## config.mk

```make
export PLATFORM = sky130hd
export DESIGN_NAME = iir_output_decimator
export DESIGN_NICKNAME = d
export VERILOG_FILES = /design/src/rtl/iir_output_decimator.sv
export SDC_FILE = /design/constraint.sdc
export NUM_CORES = 1
export LEC_CHECK = 0
export CAP_MARGIN = 20
export CORE_ASPECT_RATIO = 0.6
export CORE_UTILIZATION = 54
export DETAILED_ROUTE_END_ITERATION = 8
export PLACE_DENSITY_LB_ADDON = 0.1
export SYNTH_ARGS = -nofsm -noshare
export SYNTH_HDL_FRONTEND = slang
export SYNTH_SLANG_ARGS = --single-unit
```

## constraint.sdc

```tcl
create_clock -name clk -period 3.9 [get_ports clk]
set_input_delay 0.39 -clock clk [delete_from_list [all_inputs] [get_ports clk]]
set_output_delay 0.39 -clock clk [all_outputs]
set_load 0.01 [all_outputs]
```

## src/rtl/iir_output_decimator.sv

```systemverilog
// Boxcar-average decimator for the IIR cascade output: round, saturate and
// buffer averaged words in a first-word-fall-through FIFO with valid/ready.
module iir_output_decimator #(
    parameter int unsigned DECIM      = 4,
    parameter int unsigned LOG2_DECIM = 2,
    parameter int unsigned SHIFT      = 16,
    parameter int unsigned OUT_WIDTH  = 16,
    parameter int unsigned FIFO_DEPTH = 4
) (
    input  logic                          clk,
    input  logic                          reset,
    input  logic [31:0]                   in_data,
    input  logic                          in_valid,
    output logic [OUT_WIDTH-1:0]          out_data,
    output logic                          out_valid,
    input  logic                          out_ready,
    output logic                          sat,
    output logic                          overflow,
    output logic [$clog2(FIFO_DEPTH):0]   fifo_level
);

    localparam int unsigned IN_W = 32;
    localparam int unsigned AW   = IN_W + LOG2_DECIM + 1;
    localparam int unsigned T    = LOG2_DECIM + SHIFT;
    localparam int unsigned RW   = ((AW > T) ? AW : T) + 2;
    localparam int unsigned CW   = (LOG2_DECIM > 0) ? LOG2_DECIM : 1;
    localparam int unsigned PW   = $clog2(FIFO_DEPTH);
    localparam int unsigned LW   = PW + 1;
    localparam logic [RW-1:0] HALF = RW'(1) << (T - 1);

    logic [AW-1:0]        acc_q, acc_d;
    logic [CW-1:0]        cnt_q, cnt_d;
    logic [PW-1:0]        wr_ptr_q, wr_ptr_d, rd_ptr_q, rd_ptr_d;
    logic [LW-1:0]        level_q, level_d;
    logic [OUT_WIDTH-1:0] data_q, data_d;
    logic                 valid_q;
    logic                 sat_q, sat_d;
    logic                 ovf_q, ovf_d;
    logic [OUT_WIDTH-1:0] mem [FIFO_DEPTH];

    logic [AW-1:0]         sample_ext;
    logic [AW-1:0]         sum;
    logic [RW-1:0]         biased;
    logic signed [RW-1:0]  rnd;
    logic [RW-OUT_WIDTH:0] hi_bits;
    logic                  fits;
    logic [OUT_WIDTH-1:0]  word;
    logic                  group_done;
    logic                  empty, full, pop, wr_en, drop;

    // Group sum, round-half-up shift and clamp to the output range
    always_comb begin
        sample_ext = {{(AW - IN_W){in_data[IN_W-1]}}, in_data};
        sum        = acc_q + sample_ext;
        group_done = in_valid && (cnt_q == CW'(DECIM - 1));
        biased     = {{(RW - AW){sum[AW-1]}}, sum} + HALF;
        rnd        = $signed(biased) >>> T;
        hi_bits    = rnd[RW-1:OUT_WIDTH-1];
        fits       = (&hi_bits) | ~(|hi_bits);
        word       = fits ? rnd[OUT_WIDTH-1:0]
                          : {rnd[RW-1], {(OUT_WIDTH - 1){~rnd[RW-1]}}};
    end

    // Accumulator and FIFO next-state
    always_comb begin
        acc_d    = acc_q;
        cnt_d    = cnt_q;
        wr_ptr_d = wr_ptr_q;
        rd_ptr_d = rd_ptr_q;
        level_d  = level_q;
        data_d   = data_q;
        empty    = (level_q == LW'(0));
        full     = (level_q == LW'(FIFO_DEPTH));
        pop      = !empty && out_ready;
        wr_en    = group_done && (!full || pop);
        drop     = group_done && full && !pop;
        sat_d    = group_done && !fits;
        ovf_d    = ovf_q | drop;

        if (in_valid) begin
            if (group_done) begin
                acc_d = '0;
                cnt_d = '0;
            end else begin
                acc_d = sum;
                cnt_d = cnt_q + CW'(1);
            end
        end

        if (wr_en) wr_ptr_d = wr_ptr_q + PW'(1);
        if (pop)   rd_ptr_d = rd_ptr_q + PW'(1);

        case ({wr_en, pop})
            2'b10:   level_d = level_q + LW'(1);
            2'b01:   level_d = level_q - LW'(1);
            default: level_d = level_q;
        endcase

        // Head word for next cycle; a word pushed into an otherwise empty FIFO is the head
        if (level_d != LW'(0)) begin
            data_d = (wr_en && level_d == LW'(1)) ? word : mem[rd_ptr_d];
        end
    end

    always_ff @(posedge clk or negedge reset) begin
        if (!reset) begin
            acc_q    <= '0;
            cnt_q    <= '0;
            wr_ptr_q <= '0;
            rd_ptr_q <= '0;
            level_q  <= '0;
            data_q   <= '0;
            valid_q  <= 1'b0;
            sat_q    <= 1'b0;
            ovf_q    <= 1'b0;
        end else begin
            acc_q    <= acc_d;
            cnt_q    <= cnt_d;
            wr_ptr_q <= wr_ptr_d;
            rd_ptr_q <= rd_ptr_d;
            level_q  <= level_d;
            data_q   <= data_d;
            valid_q  <= (level_d != LW'(0));
            sat_q    <= sat_d;
            ovf_q    <= ovf_d;
        end
    end

    // Storage has no reset; entries are only read after being written
    always_ff @(posedge clk) begin
        if (wr_en) mem[wr_ptr_q] <= word;
    end

    assign out_data   = data_q;
    assign out_valid  = valid_q;
    assign sat        = sat_q;
    assign overflow   = ovf_q;
    assign fifo_level = level_q;

endmodule

```

# Word level (Yosys, flattened, before mapping)
# Memory sizes are Yosys's and may differ from the RTL's.
# Cells that the tools add are included.
# totals
ff_bits	63
ram_bits	64
in_bits	36
wordCells	50
mem_count	1
# mem_list
name	depth	width	rd	rd_ports_with_merged_regs	wr	line_no	source
mem	4	16	1	0	1	39	logic [OUT_WIDTH-1:0] mem [FIFO_DEPTH];
# op_classes
add_sub_neg	7
n_eq_ne	5
muxes	8
bitwise_logic	4
n_reduce_logical	16
# op_table
operator	n
adder 35 x 19 -> 36 bit, second input constant	1
adder 35 bit	1
2-to-1 mux 35 bit	1
2-to-1 mux 16 bit	2
logical AND 1 bit	7
adder 2 x 1 -> 2 bit, second input constant	3
case mux 3 bit (2 select lines)	1
equality test 2 bit, second input constant	2
logical NOT 1 bit	4
2-to-1 mux 2 bit	2
AND reduction 4 bit	1
OR reduction 4 bit	1
adder 3 x 1 -> 3 bit, second input constant	1
equality test 3 x 1 -> 1 bit, second input constant	1
equality test 3 bit, second input constant	1
logical NOT 3 bit	1
nonzero test 3 bit	1
subtractor 3 x 1 -> 3 bit, second input constant	1
equality test 2 x 1 -> 1 bit, second input constant	1
2-to-1 mux 1 bit	2
NOT 1 bit	2
bitwise OR 1 bit	2
logical OR 1 bit	1

# Logic depth before layout (Yosys ltp)
# depth
word_depth	10
mapped_depth	17

# Worst setup path before layout
# No wires, ideal clock.
# synth_path
path_type	input port to flip-flop
from	in in_data[0]
to	mem mem[0][10] (data pin)
setup_time_ps	272
arrival_ps	3720
required_time_ps	3628
path_slack_ps	-92
stages	16
n_path_buf	2
cell_sequence	ha_1 > inv_1 > fa_1 > nor2b_1 > o31a_1 > o21ai_0 > a41o_1 > a311oi_1 > nand4_1 > or4_1 > clkbuf_1 > o311ai_2 > a211oi_4 > buf_6 > a211oi_1 > inv_1
# synth_between
elab_chain_len	6
# synth_lines
element	line_no	source
start, declared	12	input logic [31:0] in_data,
adder 35 bit (*)	54	sum = acc_q + sample_ext;
adder 35 x 19 -> 36 bit (*)	56	biased = {{(RW - AW){sum[AW-1]}}, sum} + HALF;
OR reduction 4 bit	59	fits = (&hi_bits) | ~(|hi_bits);
NOT 1 bit	59	
bitwise OR 1 bit	59	
2-to-1 mux 16 bit (*)	60	word = fits ? rnd[OUT_WIDTH-1:0]
named net word[10]	47	logic [OUT_WIDTH-1:0] word;
end, declared	39	
# Mark *: on every way through the listed nets, which the timed path passes. The rest lies on a longest branch.

# Final worst setup path
# layout_path
from	in in_data[12]
to	mem mem[0][6] (data pin)
# The elaborated chain is that of the path after synthesis.

==> summary.md <==
| Metric | Value |
|---|---|
| CTS max path bufs | 2 |
| Synth Flop Type | edfxtp_1 |
| Worst-path cell chain | clkdlybuf4s50_1 > ha_4 > a21oi_1 > o21ai_0 > a32o_1 > a31o_2 > nor2_2 > xor2_1 > or4_4 > or3_4 > buf_12 > a211oi_4 > buf_6 > buf_12 > a211oi_2 > inv_2 |
| Synthesized Nets | 823 |
| Synth cell types | 71 |
| R2r startpoint | acc_q[0] |
| Peak VDD IR | 0.593 mV |
| Initial antenna violation count | 0 |
| Clk slew on worst S/H paths | 0.06 ns |
| Layout cell share with drive strength beyond 1 | 35.2% |
| R2R Setup Slk | -0.20 ns |
| WP data required | 4.18 ns |
| Max-slew violation count | 0 |
| Reg power frac | 20.4% |
| Starting DRT DRC Count | 655 |
| Hold_sp | in_data[0] |
| Router iterations before antenna repair | 5 |
| Fin Hold WS | 0.459 ns |
| RSZ-0062 raised after global routing | true |
| Skew final | 0.0156 ns |
| Finished Layout Cells | 1182 |
| CTS H-tree depth | 4 |
| Vias in the first global route | 7082 |
| Final instance area | 11100 um^2 |
| Post-synth top area cell | edfxtp_1 |
| PwrDens | 1070 nW/um^2 |
| Avg WL per Cell | 21.7 um |
| Root Buffer | clkbuf_16 |
| Final hold viol count | 0 |
| Clock sink count | 127 |
| Largest cells by area after synthesis | edfxtp_1 (25%), dfrtp_1 (20%), ha_1 (6.7%), mux4_2 (4.7%), inv_1 (3.1%) |
| Seq cells post-synth | 127 |
| Internal | 6.63 mW |
| Dpl cells | 1126 |
| Chip Height | 94.6 um |
| Mapped cell area | 7710 um^2 |
| Area share of the largest cell type after synthesis | 24.9% |
| Rows | 33 |
| Outcome | complete, but fails checks |
| Crit Path Max Fanout | 8 |
| Asr flop ratio synth | 49.6% |
| Hold Path End | acc_q[0] |
| Critical path class | in -> reg |
| CP Capture Type | flop |
| WL final | 25600 um |
| Net Switching | 5.23 mW |
| Number of port buffers | 57 |
| Cell count of the worst reg-to-reg path | 19 |
| Leak pwr | 4.60 nW |
| Gr ovfl total | 0 |
| Max cap viols | 0 |
| Sequential area share after synthesis | 45.4% |
| RR Endpoint | mem[0][6] |
| Synth-to-layout area growth | 43.4% |
| WP data arrival | 4.40 ns |
| DR DRC count | 0 |
| Core area | 13800 um^2 |
| Post-Syn Area per Cell | 10.4 um^2 |
| Mapped Cells | 744 |
| Crit start category | input port |
| Num CTS Buffers | 17 |
| Nets@finish | 1056 |
| Switching share of power | 44.1% |
| Clock Power Share | 13.7% |
| Routed via count | 7261 |
| CTS tree | yes |
| DP HPWL | 16900 um |
| Die X-Extent | 156 um |
| Global placer's final weighted congestion | 0.988 |
| Post-placement cell area | 9660 um^2 |
| Pre-CTS setup slack | -1.05 ns |
| First-pass GRT wire length | 37900 um |
| Gr usage total | 34.7% |
| Measured slew at the worst slew-check pin | 0.978 ns |
| Crit path time final | 4.12 ns |
| Synth warn | 0 |
| Initial core utilization | 55.9% |
| Vias per Instance | 6.14 |
| Critical Path Max Stage Delay | 0.60 ns |
| Setup TNS | -13.86 ns |
| Setup ws final | -0.218 ns |
| Worst-Skew Late Latency | 0.43 ns |
| Final setup fails | 77 |
| Master of the slowest instance on the critical path | or4_4 |
| Relative slew slack | 34.8% |
| Comb pwr share | 65.8% |
| HP Class | in -> reg |
| Period utilization | 106% |
| Antenna Nets Post-Route | 0 |
| Largest net degree at the start of global routing | 44 |
| FMAX | 0.243 GHz |
| CP most frequent cell | buf_12 |
| Worst Hold Depth | 4 |
| # diodes | 0 |
| Post-synth EDFFs | 64 |
| Ports | 58 |
| DIE AREA | 14800 um^2 |
| Failing checks | negative setup slack |
-- cell usage after synthesis, types with 3 or more instances --
cell / count
edfxtp_1: 64
inv_1: 64
dfrtp_1: 63
nand2_1: 52
o21ai_0: 43
ha_1: 41
nor2_1: 39
a21oi_1: 38
o22ai_1: 29
clkbuf_1: 23
xnor2_1: 23
a211oi_1: 19
xor2_1: 19
a22oi_1: 17
mux4_2: 16
a21o_1: 13
nand4_1: 13
o21ai_1: 11
and2_1: 10
nand3_1: 10
nor4_1: 9
or3_1: 9
nor3_1: 8
a31oi_1: 7
buf_2: 7
nor2b_1: 7
o211ai_1: 7
o21a_1: 5
buf_4: 4
mux2i_1: 4
nand2b_1: 4
o21bai_1: 4
a311oi_1: 3
a31o_2: 3
a41o_1: 3
and4_1: 3
o211a_1: 3
o31a_1: 3
or4_1: 3
-- through the flow --
| stage | util [%] | power [mW] |
|---|---|---|
| 6_report | 80.1 | 11.9 |
| 5_1_grt | 80.1 | 12.4 |
| 4_1_cts | 77.2 | 10.9 |
| 3_5_place_dp | 70.1 | 8.64 |
| 3_3_place_gp | 70.1 | 8.38 |
| 2_1_floorplan | - | 5.98 |
-- power by group through the flow --
stage / logic [mW] / clock network (mW) / registers, mW
after global routing: 8.30 / 1.68 / 2.46
after detailed placement: 6.22 / 0 / 2.42
after global placement: 5.98 / 0 / 2.40
after CTS: 6.92 / 1.62 / 2.41
final: 7.81 / 1.63 / 2.43
after floorplan: 3.58 / 0 / 2.40
-- per-layer routing --
layer	routed length, um	GRT usage [%]	vias up
met5	0	0	-
met4	366	10.0	0
met3	2290	9.50	40
met2	11700	53.2	417
met1	11300	48.4	3555
li1	-	-	3249
-- timing repair --
action | 4_1_cts | 5_1_grt
pin swaps | 37 | 28
setup buffers | 13 | 8
hold buffers | 1 | 0
gates resized for setup | 64 | 63
setup endpoints to repair | 81 | 81
gates cloned | 2 | 0
hold endpoints to repair | 20 | 0
-- critical path, delay by kind of cell --
family	cells	cell delay, ns
AO/OA/AOI/OAI	6	1.34
AND/OR/NAND/NOR	3	1.18
buffers and inverters	5	1.11
adder cells (fa/ha/maj)	1	0.24
XOR/XNOR	1	0.14
-- layout by cell type (no fill, tap or decap), types with 6 or more instances in the layout --
cell type,netlist,routed
buf_4,4,184
edfxtp_1,64,64
dfrtp_1,63,63
clkdlybuf4s50_1,0,55
inv_1,64,48
nand2_1,52,48
a21oi_1,38,35
nor2_1,39,33
ha_1,41,33
o21ai_0,43,32
o22ai_1,29,29
xnor2_1,23,19
o21ai_1,11,19
xor2_1,19,19
clkbuf_16,0,19
inv_2,0,16
a22oi_1,17,16
mux4_2,16,16
nand4_1,13,13
a21o_1,13,13
a211oi_4,1,13
nand3_1,10,10
and2_1,10,10
or3_1,9,9
nor4_2,0,8
o211ai_1,7,7
a31oi_1,7,6
a211oi_2,0,6
nor2b_1,7,6
ha_4,0,6
inv_6,0,6
-- registers in the layout (all words and copies together) (netlist names) --
register and cells:
overflow 1, wr_ptr_q 2, rd_ptr_q 2, fifo_level 3, out_valid 1, acc_q 35, out_data 16, sat 1
cnt_q 2, mem 64
-- worst max-delay path by stage --
stage | cells after the start | slack [ns] | endpoint | from
5_1_grt | 17 | -0.28 | out_data[7] | acc_q[11]
6_report | 16 | -0.22 | mem[0][6] | in_data[12]
3_5_place_dp | 15 | -1.05 | mem[0][2] | in_data[0]
3_3_place_gp | 15 | -0.80 | mem[0][2] | in_data[0]
2_1_floorplan | 16 | -0.02 | mem[0][10] | in_data[0]
4_1_cts | 17 | -0.13 | mem[0][7] | acc_q[0]
-- final cells by class --
type	instances	area, um^2
fillers	842	2740
repair buffers	249	2080
clock buffers	20	489
inverters	64	240
flip-flops and latches	127	3500
multi-input cells	518	4400
clock inverters	12	109
well taps	192	240
-- cells by family after synthesis --
family | count (synthesis) | share of synthesized area, %
XOR/XNOR | 42 | 4.77
adder cells (fa/ha/maj) | 43 | 7.17
multiplexers | 21 | 5.34
AO/OA/AOI/OAI | 231 | 20.3
flip-flops | 127 | 45.4
AND/OR/NAND/NOR | 180 | 11.8
buffers and inverters | 100 | 5.27
Note: power is estimated with default switching activity, not from simulation.
